## src/rtl/cgp_pkg.sv

```systemverilog
// cgp_pkg: shared defaults, FSM state type and score-width helper for the CGP fitness evaluator
package cgp_pkg;
  localparam int CGP_N_IN  = 4;
  localparam int CGP_N_OUT = 4;
  typedef enum logic [1:0] {IDLE, DRIVE, SAMPLE, DONE} cgp_state_e;
  function automatic int cgp_score_w(input int n_in, input int n_out);
    return $clog2(n_out * (1 << n_in) + 1);
  endfunction
endpackage

```

## src/rtl/cgp_sync2.sv

```systemverilog
// cgp_sync2: W-bit two-flop synchroniser for the asynchronous fabric outputs
module cgp_sync2 #(
  parameter int W = 4
) (
  input  logic         clk,
  input  logic         rst_n,
  input  logic [W-1:0] i_d,
  output logic [W-1:0] o_q
);
  logic [W-1:0] r_s1, r_s2;
  // two-stage capture of the fabric outputs
  always_ff @(posedge clk or negedge rst_n)
    if (!rst_n) begin
      r_s1 <= '0;
      r_s2 <= '0;
    end else begin
      r_s1 <= i_d;
      r_s2 <= r_s1;
    end
  assign o_q = r_s2;
endmodule

```

## src/rtl/cgp_fitness_evaluator.sv

```systemverilog
// cgp_fitness_evaluator: sweeps every input vector of a CGP fabric and scores its outputs against a truth table
module cgp_fitness_evaluator
  import cgp_pkg::*;
#(
  parameter int N_IN          = CGP_N_IN,
  parameter int N_OUT         = CGP_N_OUT,
  parameter int SETTLE_CYCLES = 4,
  localparam int N_VEC  = 1 << N_IN,
  localparam int N_BITS = N_OUT * N_VEC,
  localparam int SW     = cgp_score_w(N_IN, N_OUT),
  localparam int CW     = $clog2(SETTLE_CYCLES)
) (
  input  logic              clk,
  input  logic              rst_n,
  input  logic              i_start,
  input  logic              i_abort,
  input  logic [N_BITS-1:0] i_target,
  output logic [N_IN-1:0]   o_dut_in,
  input  logic [N_OUT-1:0]  i_dut_out,
  output logic              o_busy,
  output logic              o_done,
  output logic [SW-1:0]     o_score,
  output logic              o_perfect
);
  if (SETTLE_CYCLES < 3) begin : g_bad_settle
    $error("SETTLE_CYCLES must be at least 3 to cover synchroniser latency");
  end
  localparam logic [SW-1:0] MAX_SCORE = SW'(N_BITS);
  cgp_state_e        r_state;
  logic [N_BITS-1:0] r_target;
  logic [N_IN-1:0]   r_vec;
  logic [CW-1:0]     r_cnt;
  logic [N_OUT-1:0]  w_sync, w_match;
  logic [SW-1:0]     w_pop;
  cgp_sync2 #(.W(N_OUT)) u_sync (
    .clk  (clk),
    .rst_n(rst_n),
    .i_d  (i_dut_out),
    .o_q  (w_sync)
  );
  assign w_match = ~(w_sync ^ r_target[int'(r_vec) * N_OUT +: N_OUT]);
  // number of fabric outputs matching the target for the current vector
  always_comb begin
    w_pop = '0;
    for (int k = 0; k < N_OUT; k++) w_pop = w_pop + SW'(w_match[k]);
  end
  // evaluation sequencer: drive a vector, let it settle, score it, advance
  always_ff @(posedge clk or negedge rst_n)
    if (!rst_n) begin
      r_state   <= IDLE;
      r_target  <= '0;
      r_vec     <= '0;
      r_cnt     <= '0;
      o_dut_in  <= '0;
      o_busy    <= 1'b0;
      o_done    <= 1'b0;
      o_score   <= '0;
      o_perfect <= 1'b0;
    end else begin
      o_done <= 1'b0;
      if (i_abort && r_state != IDLE) begin
        r_state   <= IDLE;
        o_busy    <= 1'b0;
        o_dut_in  <= '0;
        o_perfect <= 1'b0;
      end else
        case (r_state)
          IDLE:
            if (i_start && !i_abort) begin
              r_target  <= i_target;
              o_score   <= '0;
              o_perfect <= 1'b0;
              r_vec     <= '0;
              r_cnt     <= '0;
              o_dut_in  <= '0;
              o_busy    <= 1'b1;
              r_state   <= DRIVE;
            end
          DRIVE: begin
            r_cnt <= r_cnt + 1'b1;
            if (r_cnt == CW'(SETTLE_CYCLES - 1)) r_state <= SAMPLE;
          end
          SAMPLE: begin
            o_score <= o_score + w_pop;
            r_cnt   <= '0;
            if (r_vec == N_IN'(N_VEC - 1)) r_state <= DONE;
            else begin
              r_vec    <= r_vec + 1'b1;
              o_dut_in <= r_vec + 1'b1;
              r_state  <= DRIVE;
            end
          end
          DONE: begin
            o_done    <= 1'b1;
            o_busy    <= 1'b0;
            o_perfect <= (o_score == MAX_SCORE);
            o_dut_in  <= '0;
            r_state   <= IDLE;
          end
          default: r_state <= IDLE;
        endcase
    end
endmodule

```

## config.mk

```make
export PLATFORM = sky130hd
export DESIGN_NAME = cgp_fitness_evaluator
export DESIGN_NICKNAME = d
export VERILOG_FILES = /design/src/rtl/cgp_pkg.sv /design/src/rtl/cgp_sync2.sv /design/src/rtl/cgp_fitness_evaluator.sv
export SDC_FILE = /design/constraint.sdc
export NUM_CORES = 1
export LEC_CHECK = 0
export BUFFER_PORTS_ARGS = -buffer_cell sky130_fd_sc_hd__clkbuf_2
export CAP_MARGIN = 20
export CORE_UTILIZATION = 40
export DETAILED_ROUTE_END_ITERATION = 12
export GPL_TIMING_DRIVEN = 1
export PLACE_DENSITY = 0.6
export SLEW_MARGIN = 10
export SYNTH_ARGS = -nofsm -noshare
export SYNTH_HDL_FRONTEND = slang
export SYNTH_SLANG_ARGS = --single-unit
```

## constraint.sdc

```tcl
create_clock -name clk -period 5.2 [get_ports clk]
set_input_delay 0.52 -clock clk [delete_from_list [all_inputs] [get_ports clk]]
set_output_delay 0.52 -clock clk [all_outputs]
set_load 0.02 [all_outputs]
```

==> Word level (Yosys, flattened, before mapping) <==
Index checks and enable logic that the tools add are counted.
{ "word_totals": {"regBits": 94, "latchBits": 0, "ramBits": 0, "romBits": 0, "input_bits": 72, "out_inout_bits": 14, "word_cells": 70, "n_memories": 0} }
{ "op_classes": {"n_addsub": 6, "multipliers": 0, "div_mod_pow": 0, "magnitude_cmp": 0, "n_eq_ne": 11, "shifts": 1, "n_mux": 22, "bitwise_logic": 3, "n_reduce_logical": 16} }
{ "ops": {"columns": ["operator", "count"], "rows": [
  ["64-bit by 7-bit variable part select with 4-bit output", 1],
  ["7-bit one-hot mux with 2 select lines", 1],
  ["4-bit 2-to-1 mux", 3],
  ["4-bit one-hot mux with 3 select lines", 1],
  ["3-bit AND reduction", 4],
  ["2-bit 2-to-1 mux", 5],
  ["3-bit != test (second input constant)", 3],
  ["2-bit one-hot mux with 4 select lines", 1],
  ["4-bit one-hot mux with 2 select lines", 1],
  ["7-bit by 4-bit adder with 7-bit output", 1],
  ["7-bit == test (second input constant)", 1],
  ["7-bit 2-to-1 mux", 1],
  ["2-bit == test (second input constant)", 3],
  ["1-bit 2-to-1 mux", 6],
  ["2-bit one-hot mux with 3 select lines", 1],
  ["3-bit nonzero test", 2],
  ["3-bit by 1-bit adder with 4-bit output", 1],
  ["4-bit by 1-bit adder with 4-bit output (second input constant)", 1],
  ["4-bit == test (second input constant)", 1],
  ["2-bit != test (second input constant)", 2],
  ["4-bit inverter", 1],
  ["1-bit one-hot mux with 2 select lines", 2],
  ["2-bit AND reduction", 2],
  ["4-bit AND reduction", 1],
  ["11 further kinds", 13]
]} }

==> Longest topological paths before layout <==
{ "depth": {"depth_word": 8, "depth_mapped": 12, "mapped_depth_nobuf": 10} }

==> Modules after synthesis <==
A second synthesis with hierarchy kept.
{ "unflattened": {"cells_unflattened": 304, "area_unflattened_um2": 4406.7} }
{ "modules_own_cells": {"columns": ["mod", "instances", "cells_per_inst", "area_per_inst_um2", "seq_area_each_um2"], "rows": [
  ["cgp_fitness_evaluator", 1, 296, 4206.5, 2152.1],
  ["cgp_sync2", 1, 8, 200.2, 200.2]
]} }

==> Worst setup path before layout <==
Ideal clock, no wire load.
{ "synth_path": {"path_type": "flip-flop to flip-flop", "startpoint": "reg r_vec[1]", "endpoint": "reg o_score[6]", "setup_ns": 0.120, "arrival_time_ns": 3.680, "t_required_ns": 5.080, "setup_slack_ns": 1.400, "stages_incl_launch_ff": 13, "path_buffers": 2, "period_less_slack_ns": 3.800, "path_cell_list": "dfrtp_1 buf_6 buf_12 mux4_2 mux4_2 xor2_1 fa_1 fa_1 inv_1 fa_1 nor4b_1 a31oi_1 a41o_1"} }
{ "synth_via": {"elab_chain_len": 8} }
{ "synth_rtl": {"columns": ["item", "line", "source"], "rows": [
  ["from (decl)", "cgp_fitness_evaluator.sv:31", "logic [N_IN-1:0] r_vec;"],
  ["from (signal assigned)", "cgp_fitness_evaluator.sv:88", "r_vec <= r_vec + 1'b1;"],
  ["64-bit by 7-bit variable part select with 4-bit output (*)", "cgp_fitness_evaluator.sv:41", "assign w_match = ~(w_sync ^ r_target[int'(r_vec) * N_OUT +: N_OUT]);"],
  ["4-bit XOR (*)", "cgp_fitness_evaluator.sv:41", null],
  ["4-bit inverter (*)", "cgp_fitness_evaluator.sv:41", null],
  ["1-bit by 1-bit adder with 2-bit output", "cgp_fitness_evaluator.sv:45", "for (int k = 0; k < N_OUT; k++) w_pop = w_pop + SW'(w_match[k]);"],
  ["2-bit by 1-bit adder with 3-bit output", "cgp_fitness_evaluator.sv:45", null],
  ["3-bit by 1-bit adder with 4-bit output (*)", "cgp_fitness_evaluator.sv:45", null],
  ["7-bit by 4-bit adder with 7-bit output (*)", "cgp_fitness_evaluator.sv:84", "o_score <= o_score + w_pop;"],
  ["7-bit one-hot mux with 2 select lines (*)", "cgp_fitness_evaluator.sv:67", "case (r_state)"],
  ["to (signal assigned)", "cgp_fitness_evaluator.sv:84", null],
  ["to (decl)", "cgp_fitness_evaluator.sv:22", "output logic [SW-1:0] o_score,"]
]} }
Mark *: on every way between the ends. The rest lies on a longest branch, timed or not.
A chain may end at the register's enable or synchronous reset.

==> Worst setup path after layout <==
Same ends and word-level chain as after synthesis.

==> results by group <==
Synth
  – Async set-reset flop share out of synthesis: 100.0%
  – YS warnings: 0
  – Sequential share of the synthesized area: 53.36%
  – EDFF count, synth: 0
  – Net Count, Synth: 384
  – FF+latch count, synth: 94
  – Synthesized cell area: 4408 um2
  – Post-synthesis area per instance: 14.60 um2
  – Post-synth cell types: 40
  – Cells after Synth: 302
  – Main synth FF type: dfrtp_1

Power
  – Leak Pwr: 0.002367 uW
  – Sequential power share: 47.7%
  – Clock network power share: 19.9%
  – Psw: 792.8 uW
  – Logic pwr share: 32.4%
  – Internal power: 1755 uW
  – Switching Fraction: 31.12%
  – Pwr Density: 493.4 nW/um2
  – Peak supply drop: 0.2330 mV

Timing
  – Setup tns final: 0 ns
  – Rel. slew slack: 34.46%
  – Worst-Margin Slew: 0.9831 ns
  – RSZ-0062 raised after global routing: false
  – Slew Limit Fails: 0
  – Fin crit period: 4.220 ns
  – Final Skew: 0.01183 ns
  – Fin. Hold Viols: 0
  – Period utilization: 81.14%
  – # setup viols final: 0
  – Max Fclk: 237.0 MHz

Finish
  – Fill cells: 938
  – Number of antenna diodes: 0
  – Nets: 469
  – FF/Latch Area: 2352 um2
  – Multi-input logic area: 1927 um2
  – Layout cells sized above 1: 47.70%
  – Area added between synthesis and finish: 17.12%
  – Finished Layout Cells: 528

Clock tree
  – CTS root buffer: clkbuf_8
  – Resized cells post-CTS: 0
  – Reg clk slew, reported paths: 0.09 ns
  – Clock net sink count: 94
  – Hold-fix buffers, CTS: 1
  – Post-CTS Setup Inserts: 0
  – Worst skew pair latency: 0.36 ns
  – Clock tree buffer depth: 2
  – CTS buffer count: 9
  – CTS tree: built
  – H-tree depth: 3

Detailed routing
  – Drt pass-1 iters: 4
  – ANT nets after route: 0
  – Via count: 2736
  – DR vias/cell: 5.182
  – Wire length per cell: 17.09 um
  – Routed WL: 9024 um
  – Number of remaining DRC errors: 0
  – Iteration-0 DRC Markers: 72

Critical path
  – Top cell family by delay on the critical path: multiplexers
  – CP max stage delay: 0.72 ns
  – Critical path fanouts, max: 13
  – Worst-path cell chain: mux4_1 -> mux4_2 -> xor2_1 -> fa_1 -> fa_1 -> inv_1 -> fa_1 -> nor4b_1 -> a31oi_1 -> a41o_1
  – Worst path slowest cell: dfrtp_1
  – Critical Path Start Type: register
  – Crit end category: register
  – CP required: 5.45 ns
  – CP Buf/Inv Count: 1
  – Most frequent CP cell: fa_1
  – Crit path DAT: 4.47 ns
  – WS Path Type: register to register

Job
  – Max Cap Violations: 0

Floorplanning
  – Ports: 86
  – Initial Utilization: 41.95%
  – Rows: 37
  – Die height: 107.0 um
  – Full die area: 11440 um2
  – Core area: 10510 um2
  – Die Wd: 107.0 um

Placement
  – IO Port Bufs: 85
  – Placed insts: 511
  – RD Place Congestion: 0.7302
  – Post-DP HPWL: 6724 um

Global routing
  – Largest net degree at the start of global routing: 80
  – First-pass GRT wire length: 14280 um
  – Global Route Usage Sum: 16.93%
  – Vias in the first global route: 2802
  – Grt ovf: 0
  – Initial antenna violation count: 0

Hold path
  – Hold Path Class: input pin to register

Run status
  – Status: complete, no violations
-- synth_stat cells, types with 2 or more instances --
library cell / n / share of area, %
xor2_1: 7 / 1.4
and3_1: 2 / 0.28
a22o_2: 2 / 0.45
nor4b_1: 3 / 0.60
nand3_1: 6 / 0.68
nand2_1: 9 / 0.77
nor3_1: 3 / 0.34
buf_1: 3 / 0.26
nand3b_1: 2 / 0.34
clkbuf_1: 5 / 0.43
a22o_1: 2 / 0.40
mux4_1: 9 / 5.4
a21oi_1: 5 / 0.57
mux2i_1: 2 / 0.45
dfrtp_1: 94 / 53
a31oi_1: 2 / 0.28
mux4_2: 11 / 5.6
xnor2_1: 2 / 0.40
ha_1: 7 / 2.0
o21ai_0: 9 / 1.0
nor2b_1: 3 / 0.43
inv_1: 10 / 0.85
mux2_2: 70 / 18
nor2_1: 10 / 0.85
buf_2: 6 / 0.68
fa_1: 3 / 1.4
nand2b_1: 2 / 0.28
-- placed cells by master (no fill, tap or decap), types with 3 or more instances in the layout --
| cell type | instances |
|---|---|
| dfrtp_1 | 94 |
| clkbuf_2 | 84 |
| mux2_2 | 70 |
| mux4_2 | 11 |
| inv_1 | 10 |
| nor2_1 | 10 |
| clkbuf_8 | 10 |
| mux4_1 | 9 |
| nand2_1 | 9 |
| o21ai_0 | 9 |
| xor2_1 | 7 |
| ha_1 | 7 |
| nand3_1 | 6 |
| a21oi_1 | 5 |
| buf_4 | 5 |
| nor4b_1 | 3 |
| nor3_1 | 3 |
| nor2b_1 | 3 |
| fa_1 | 3 |
-- state kept, by name (all words and copies together), names as in the netlist --
| name | cells |
|---|---|
| o_done | 1 |
| r_state | 2 |
| r_vec | 4 |
| o_dut_in | 4 |
| u_sync.o_q | 4 |
| o_score | 7 |
| o_perfect | 1 |
| u_sync.r_s1 | 4 |
| r_cnt | 2 |
| r_target | 64 |
| o_busy | 1 |
-- stage by stage --
stage               worst slack (ns)  util (%)  total power (uW)  instance area [um2]  hold WS [ns]
CTS                           0.9651     49.12              2584                 5162        0.2466
floorplan                      1.400         -              1818                 4408        0.2244
global placement               1.105     47.05              2060                 4945        0.3351
global route                  0.7295     49.12              2712                 5162        0.2436
finish                        0.9805     49.12              2547                 5162        0.2614
detailed placement            0.9661     47.05              2079                 4945        0.3379
-- worst paths after layout --
path                                       endpoint                     start  slack (ns)  cells after the start
setup / recovery             o_score[6]$_DFFE_PN0P_      r_vec[1]$_DFFE_PN0P_        0.98                     10
hold / removal             u_sync.r_s1[3]$_DFF_PN0_              i_dut_out[3]        0.26                      1
setup reg to reg             o_score[6]$_DFFE_PN0P_      r_vec[1]$_DFFE_PN0P_        0.98                     10
hold reg to reg             u_sync.o_q[0]$_DFF_PN0_  u_sync.r_s1[0]$_DFF_PN0_        0.36                      0
max in group asynchronous  u_sync.r_s1[0]$_DFF_PN0_                     rst_n        3.42                      3
min in group asynchronous          o_done$_DFF_PN0_                     rst_n        0.54                      2
-- per-layer routing --
metal	share of wire [%]	vias to the layer above	global-route usage, %
li1	-	1281	-
met1	43	1387	21.34
met2	52	60	28.99
met3	4.7	8	4.498
met4	0.93	0	4.110
met5	0	-	0
-- cell families (layout without fill, tap and decap cells) --
family / after synthesis / count (layout) / share of synthesized area [%]
flip-flops: 94 / 94 / 53.36
multiplexers: 92 / 92 / 29.32
AND/OR/NAND/NOR: 43 / 43 / 5.053
AO/OA/AOI/OAI: 28 / 28 / 4.201
buffers and inverters: 26 / 116 / 2.924
adder cells (fa/ha/maj): 10 / 10 / 3.349
XOR/XNOR: 9 / 9 / 1.788
-- power groups by stage --
stage / clock [uW] / sequential (uW) / combinational, uW
3_3_place_gp: 0 / 1240 / 820
6_report: 506 / 1220 / 826
5_1_grt: 552 / 1250 / 914
2_1_floorplan: 0 / 1150 / 666
4_1_cts: 521 / 1220 / 839
3_5_place_dp: 0 / 1240 / 839
-- cell type report --
type	count	area share, %
Clock inverter	5	1.285
Clock buffer	11	2.739
Tap cell	136	3.296
Timing Repair Buffer	90	9.064
Sequential cell	94	45.56
Multi-Input combinational cell	182	37.32
Inverter	10	0.7271
No activity file was read; power rests on OpenSTA's default activity.
